--- config.mk ---
export PLATFORM = sky130hd
export DESIGN_NAME = instr_loader
export DESIGN_NICKNAME = d
export VERILOG_FILES = /design/src/rtl/cpu_pkg.sv /design/src/rtl/byte_assembler.sv /design/src/rtl/instr_loader.sv
export SDC_FILE = /design/constraint.sdc
export NUM_CORES = 1
export LEC_CHECK = 0
export BUFFER_PORTS_ARGS = -buffer_cell sky130_fd_sc_hd__buf_2
export CORE_AREA = 2 2 164 166
export CTS_CLUSTER_SIZE = 10
export DETAILED_ROUTE_END_ITERATION = 6
export DIE_AREA = 0 0 166 168
export GPL_ROUTABILITY_DRIVEN = 0
export PLACE_DENSITY_LB_ADDON = 0.2
export SYNTH_ARGS = -nofsm -noshare
export SYNTH_HDL_FRONTEND = slang
export SYNTH_HIERARCHICAL = 1
export SYNTH_SLANG_ARGS = --single-unit
--- constraint.sdc ---
create_clock -name clk_i -period 2.92 [get_ports clk_i]
set_input_delay 0.292 -clock clk_i [delete_from_list [all_inputs] [get_ports clk_i]]
set_output_delay 0.292 -clock clk_i [all_outputs]
set_load 0.005 [all_outputs]
--- src/rtl/cpu_pkg.sv ---
// Shared CPU-side types and constants for the boot loader and its helpers.
package cpu_pkg;

  localparam int unsigned INSTR_WIDTH = 32;
  localparam int unsigned BYTE_WIDTH  = 8;

  typedef enum logic [2:0] {
    IDLE  = 3'd0,
    LEN   = 3'd1,
    DATA  = 3'd2,
    WRITE = 3'd3,
    CSUM  = 3'd4,
    DONE  = 3'd5,
    ERROR = 3'd6
  } loader_state_t;

endpackage

--- src/rtl/byte_assembler.sv ---
// Little-endian 4-byte field assembler shared by the length, data and checksum fields.
module byte_assembler
  import cpu_pkg::*;
(
  input  logic                   clk_i,
  input  logic                   rst_ni,
  input  logic                   clear_i,
  input  logic                   byte_en_i,
  input  logic [BYTE_WIDTH-1:0]  byte_i,
  output logic [INSTR_WIDTH-1:0] word_c,
  output logic                   word_done_c
);

  logic [1:0]             idx_q;
  logic [INSTR_WIDTH-1:0] shreg_q;

  // Shifting right places the first byte of the field in bits [7:0] after four bytes.
  assign word_c      = {byte_i, shreg_q[INSTR_WIDTH-1:BYTE_WIDTH]};
  assign word_done_c = byte_en_i && (idx_q == 2'd3);

  always_ff @(posedge clk_i or negedge rst_ni) begin
    if (!rst_ni) begin
      idx_q   <= 2'd0;
      shreg_q <= '0;
    end else if (clear_i) begin
      idx_q   <= 2'd0;
      shreg_q <= '0;
    end else if (byte_en_i) begin
      idx_q   <= idx_q + 2'd1;
      shreg_q <= word_c;
    end
  end

endmodule

--- src/rtl/instr_loader.sv ---
// Boot-time loader: streams a length-prefixed, checksummed image into the instruction store.
module instr_loader
  import cpu_pkg::*;
#(
  parameter int unsigned WORD_COUNT_MAX = 1024,
  parameter logic [31:0] BASE_ADDR      = 32'h0000_0000
) (
  input  logic                   clk_i,
  input  logic                   rst_ni,
  input  logic                   start_i,
  input  logic                   byte_valid_i,
  input  logic [BYTE_WIDTH-1:0]  byte_i,
  output logic                   byte_ready_o,
  output logic                   wr_instr_en_o,
  output logic [31:0]            wr_addr_o,
  output logic [INSTR_WIDTH-1:0] wr_instr_o,
  output logic                   busy_o,
  output logic                   done_o,
  output logic                   error_o,
  output logic                   cpu_hold_o
);

  localparam int unsigned CNT_W = $clog2(WORD_COUNT_MAX + 1);

  loader_state_t          state_q, state_d;
  logic [CNT_W-1:0]       word_cnt_q, word_len_q;
  logic [INSTR_WIDTH-1:0] sum_q;
  logic [INSTR_WIDTH-1:0] field_c;
  logic                   word_done_c;
  logic                   accept_c;
  logic                   start_ok_c;

  assign accept_c   = byte_valid_i && byte_ready_o;
  assign start_ok_c = start_i && ((state_q == IDLE) || (state_q == DONE) || (state_q == ERROR));

  byte_assembler u_asm (
    .clk_i       (clk_i),
    .rst_ni      (rst_ni),
    .clear_i     (start_ok_c),
    .byte_en_i   (accept_c),
    .byte_i      (byte_i),
    .word_c      (field_c),
    .word_done_c (word_done_c)
  );

  // State register
  always_ff @(posedge clk_i or negedge rst_ni) begin
    if (!rst_ni) state_q <= IDLE;
    else         state_q <= state_d;
  end

  // Next-state logic
  always_comb begin
    state_d = state_q;
    case (state_q)
      IDLE, DONE, ERROR: if (start_i) state_d = LEN;
      LEN: begin
        if (word_done_c) begin
          if ((field_c == '0) || (field_c > INSTR_WIDTH'(WORD_COUNT_MAX))) state_d = ERROR;
          else                                                             state_d = DATA;
        end
      end
      DATA:  if (word_done_c) state_d = WRITE;
      WRITE: begin
        if ((word_cnt_q + CNT_W'(1)) == word_len_q) state_d = CSUM;
        else                                         state_d = DATA;
      end
      CSUM:  if (word_done_c) state_d = (field_c == sum_q) ? DONE : ERROR;
      default: state_d = IDLE;
    endcase
  end

  // Status outputs are registered copies of the decoded next state.
  always_ff @(posedge clk_i or negedge rst_ni) begin
    if (!rst_ni) begin
      byte_ready_o  <= 1'b0;
      wr_instr_en_o <= 1'b0;
      busy_o        <= 1'b0;
      done_o        <= 1'b0;
      error_o       <= 1'b0;
      cpu_hold_o    <= 1'b1;
    end else begin
      byte_ready_o  <= (state_d == LEN) || (state_d == DATA) || (state_d == CSUM);
      wr_instr_en_o <= (state_d == WRITE);
      busy_o        <= (state_d == LEN) || (state_d == DATA) || (state_d == WRITE) ||
                       (state_d == CSUM);
      done_o        <= (state_d == DONE);
      error_o       <= (state_d == ERROR);
      cpu_hold_o    <= (state_d != DONE);
    end
  end

  // Word counter, address/data latch and running checksum
  always_ff @(posedge clk_i or negedge rst_ni) begin
    if (!rst_ni) begin
      word_cnt_q <= '0;
      word_len_q <= '0;
      sum_q      <= '0;
      wr_addr_o  <= BASE_ADDR;
      wr_instr_o <= '0;
    end else begin
      if (start_ok_c) begin
        word_cnt_q <= '0;
        word_len_q <= '0;
        sum_q      <= '0;
      end
      // Truncation is safe: an out-of-range length never leaves LEN for DATA.
      if ((state_q == LEN) && word_done_c) word_len_q <= CNT_W'(field_c);
      if ((state_q == DATA) && word_done_c) begin
        wr_instr_o <= field_c;
        wr_addr_o  <= BASE_ADDR + (32'(word_cnt_q) << 2);
      end
      if (state_q == WRITE) begin
        sum_q      <= sum_q + wr_instr_o;
        word_cnt_q <= word_cnt_q + CNT_W'(1);
      end
    end
  end

endmodule
# Word-level counts from Yosys, hierarchy flattened
# Index checks and enable logic that the tools add are counted.
# totals
ff_bits	140
word_cells	69
ramBits	0
mem_count	0
output_inout_bits	70
mem_bits_ro	0
latch_bits	0
inputBits	12
# op_classes
eq_ne	16
shifts	0
div	0
multipliers	0
n_reduce_logical	18
n_lt_le_gt_ge	1
n_mux	17
n_addsub	3
bitwise_logic	0
# op_table
operator	n
32-bit two-way mux	4
11-bit two-way mux	3
32-bit adder	1
32-bit == test	1
32-bit by 11-bit greater-than comparator with 1-bit output, second input constant	1
32-bit logical NOT	1
3-bit == test, second input constant	6
3-bit two-way mux	6
3-bit case mux with 5 select lines	1
3-bit by 2-bit == test with 1-bit output, second input constant	4
11-bit by 1-bit adder with 11-bit output, second input constant	1
11-bit == test	1
1-bit logical OR	7
3-bit by 1-bit == test with 1-bit output, second input constant	2
2-bit two-way mux	3
2-bit nonzero test	3
1-bit logical AND	5
3-bit logical NOT	1
3-bit != test, second input constant	1
3-bit OR reduction	1
2-bit by 1-bit adder with 2-bit output, second input constant	1
2-bit == test, second input constant	1

# Logic depth before layout (Yosys ltp)
# depth
depth_word	9
mapped_depth	10
mapped_depth_nobuf	10

# Hierarchy
# Netlist, hierarchy kept.
# by_module_without_submodules
mod	cells_per_inst	area_per_inst_um2	instances	seq_area_each_um2
instr_loader	685	6592.6	1	2653.8
byte_assembler	94	1154.9	1	650.6

# Worst setup path before layout
# OpenSTA, ideal clock, no wires.
# synth_path
path_type	register -> register
startpoint	register wr_instr_o[0]
endpoint	register sum_q[20]
stages_incl_launch_ff	11
t_arrival_ns	2.703
required_time_ns	2.798
period_less_slack_ns	2.825
path_buffers	0
setup_ns	0.122
path_slack_ns	0.095
cell_sequence	dfrtp_1 ha_1 fa_1 a21o_1 a221oi_2 o21bai_2 a31oi_4 nor3_2 o21a_1 or3_1 a32o_1
# synth_via
elab_chain_len	2
# synth_rtl
element	line_no	rtl
start: declaration	instr_loader.sv:16	output logic [INSTR_WIDTH-1:0] wr_instr_o,
start signal: assignment	instr_loader.sv:110	wr_instr_o <= field_c;
32-bit adder	instr_loader.sv:114	sum_q <= sum_q + wr_instr_o;
32-bit two-way mux	instr_loader.sv:113	if (state_q == WRITE) begin
end signal: assignment	instr_loader.sv:114	
end: declaration	instr_loader.sv:27	logic [INSTR_WIDTH-1:0] sum_q;
# Every way passes these cells.
# A chain may end at the register's enable or synchronous reset.

# Final worst setup path
# layout_path
startpoint	register sum_q[0]
endpoint	register sum_q[20]
# layout_via
elab_chain_len	2
# layout_rtl
element	line_no
32-bit adder	instr_loader.sv:114
32-bit two-way mux	instr_loader.sv:113
# Every way passes these cells.

==> results.cfg <==
[cells_and_area]
final_cell_mix = dfrtp_1, nand2_1, buf_2
diodes = 0
area_growth_pct = 16.7
drive_gt1_share_pct = 20.6
post-route-util_pct = 34.3
mostFrequentLayoutCell = dfrtp_1
nets = 893

[job]
maxCapViolCount = 0

[placement]
dp_hpwl_mm = 15.3
io_buffers = 60

[worst_setup_path]
worstSetupPathType = reg -> reg
arrival_ns = 3.14
crit_path_end_kind = register
start_kind = register
cp.required_ns = 3.23
crit_fanout = 3
endpoint = sum_q[20]
critPathLaunch = sum_q[0]
r2r-end = sum_q[20]
reg2reg_from = sum_q[0]
r2r_slack_ns = 0.09
reg2regPathDepth = 10

[floorplanning]
ios = 82
start_util_pct = 29.4
rows = 60
core_sq_mm = 0.0264
dieHeight_um = 168
design.die.area_sq_mm = 0.0279
fp.dieW_um = 166

[power_and_ir_drop]
ir_drop_uv = 428
power_density_mw_per_mm2 = 758
leakagePower_nw = 4.47
total_power_mw = 6.85

[synth]
syn_area_sq_mm = 0.00775
synth-edff-count = 0
syn_inst = 779
synth_simple_gate_area_share_pct = 13.5
synth_cell_types = 62
synth_xor_area_share_pct = 8.82
synth_ff_type = dfrtp_1
synth_compound_area_share_pct = 14.0
syn-mean-instance-area_sq_um = 9.95
ys_ff_latch = 132
muxShareOfSynthArea_pct = 9.90
synth_top_family_by_area = compound AO/OA/AOI/OAI gates
synthArstFlopShare_pct = 100
yosysSeqAreaShare_pct = 42.7
synth_fa_ha_area_share_pct = 5.59
yosysWarnings = 6

[sta]
slew_headroom_pct = 57.8
hold-worst-slack_ns = 0.178
final-max-slew-violation-count = 0
finalHoldViolCount = 0
setup_viol_count_final = 0
worstMarginPinSlew_ns = 0.633
fin_skew_ns = 0.0232
rsz0062_at_grt = true
period_share_pct = 96.8
timing.fmax_ghz = 0.354
post-route-min-period_ns = 2.83

[route]
post-route-drc-count = 0
dr.first_iter.drc_count = 327
avgRoutedWirePerCell_um = 17.6
route.vias.total = 5890
antenna_left = 0
drtPass1Iterations = 5
routed_wl_mm = 21.2
via_per_inst = 4.90

[grt]
overflow = 0
grt_pass1_vias = 5807
grt_usage_pct = 15.6
grt_max_degree = 66
grt_first_pass_wirelength_mm = 34.1
antenna_found_initial = 0

[clock_tree]
cts-buffers-inserted = 17
clk_path_buf_depth = 2
cts_tree = done
path_clk_slew_ns = 0.06
root_buffer = clkbuf_16
cts_sinks = 132
htreeDepth = 4
clkLatencyLatePin_ns = 0.44

[min_path]
hold_class = in -> reg

[run_status]
status = completed
-- area by class of cell --
type / instances / area (sq um)
clock buffers: 27 / 483
clock inverters: 5 / 80.1
fillers: 2698 / 17300
inverters: 6 / 22.5
multi-input cells: 596 / 4130
flip-flops and latches: 132 / 3300
well taps: 341 / 427
repair buffers: 94 / 602
-- worst min path at each step --
stage,from,end,slack [ns],cells past startpoint
2_1_floorplan,rst_ni,busy_o,-0.004,0
3_3_place_gp,rst_ni,error_o,0.34,1
3_5_place_dp,rst_ni,error_o,0.34,1
4_1_cts,byte_i[4],wr_instr_o[28],0.17,2
5_1_grt,byte_i[5],wr_instr_o[29],0.18,2
6_report,byte_i[4],wr_instr_o[28],0.18,2
-- through the flow --
step	std cells	cell area, sq um	setup WS [ns]	TNS (ns)
3_5_place_dp	1168	8450	0.0483	0
5_1_grt	1201	9040	-0.0209	-0.0213
3_3_place_gp	1168	8450	0.0554	0
4_1_cts	1201	9020	0.0235	0
6_report	1201	9040	0.0947	0
2_1_floorplan	799	7820	0.0953	0
-- state kept, by name, summed over array words and instances (netlist names) --
register / flops
word_cnt_q: 11
sum_q: 32
wr_instr_en_o: 1
u_asm/idx_q: 2
u_asm/shreg_q: 24
error_o: 1
busy_o: 1
word_len_q: 11
done_o: 1
byte_ready_o: 1
cpu_hold_o: 1
wr_addr_o: 11
wr_instr_o: 32
state_q: 3
-- critical path, cell delays in order, from the launching register on --
cell and delay (ns):
dfrtp_1 0.41, ha_2 0.21, fa_1 0.40, a21o_1 0.22, a221oi_4 0.34, o21bai_2 0.13
a31oi_4 0.21, nor3_2 0.06, o21a_1 0.18, or3_1 0.30, a32o_1 0.24
-- cells in the mapped netlist, types with 3 or more instances --
master / number / area share (%)
a211o_1: 3 / 0.34
a211oi_1: 4 / 0.39
a21o_1: 15 / 1.5
a21oi_1: 27 / 1.7
a31oi_1: 7 / 0.57
and2_1: 4 / 0.32
and3_1: 7 / 0.57
buf_1: 5 / 0.24
buf_2: 7 / 0.45
buf_4: 29 / 2.8
clkbuf_1: 21 / 1.0
dfrtp_1: 131 / 42
ha_1: 33 / 5.3
inv_1: 6 / 0.29
mux2_2: 45 / 6.5
mux2i_1: 26 / 3.4
nand2_1: 85 / 4.1
nand2b_1: 3 / 0.24
nand3_1: 14 / 0.90
nand3b_1: 4 / 0.39
nand4_1: 6 / 0.48
nor2_1: 52 / 2.5
nor2b_1: 5 / 0.40
nor3_1: 12 / 0.78
nor3_2: 3 / 0.39
nor3b_1: 4 / 0.39
nor4_1: 17 / 1.4
o21a_1: 5 / 0.48
o21ai_0: 58 / 3.7
o21bai_1: 3 / 0.29
o22ai_1: 16 / 1.3
o31ai_1: 5 / 0.48
or3_1: 3 / 0.24
xnor2_1: 27 / 3.1
xor2_1: 51 / 5.8
-- timing repair --
action	CTS	global route
resized for setup	0	5
endpoints found under the hold margin	60	0
buffers inserted	0	0
hold buffers	1	0
setup endpoints to repair	0	8
-- routing by layer --
metal	vias up	GRT usage [%]	wire, um
li1	2882	-	-
met1	2891	21.5	10300
met2	103	25.2	9900
met3	14	2.84	786
met4	0	4.61	193
met5	-	0	0
-- power by group --
part	switching [mW]	total, mW	internal [mW]
sequential	0.530	2.70	2.17
combinational	1.16	2.03	0.870
clock	0.817	2.12	1.30
-- cells by family (layout without fill, tap and decap cells) --
group                    count (synthesis)  after routing
AND/OR/NAND/NOR                        223            223
flip-flops                             132            132
AO/OA/AOI/OAI                          169            169
adder cells (fa/ha/maj)                 34             34
XOR/XNOR                                78             78
buffers and inverters                   71            132
other                                    1             21
multiplexers                            71             71
Power figures use the tool's default switching activity.
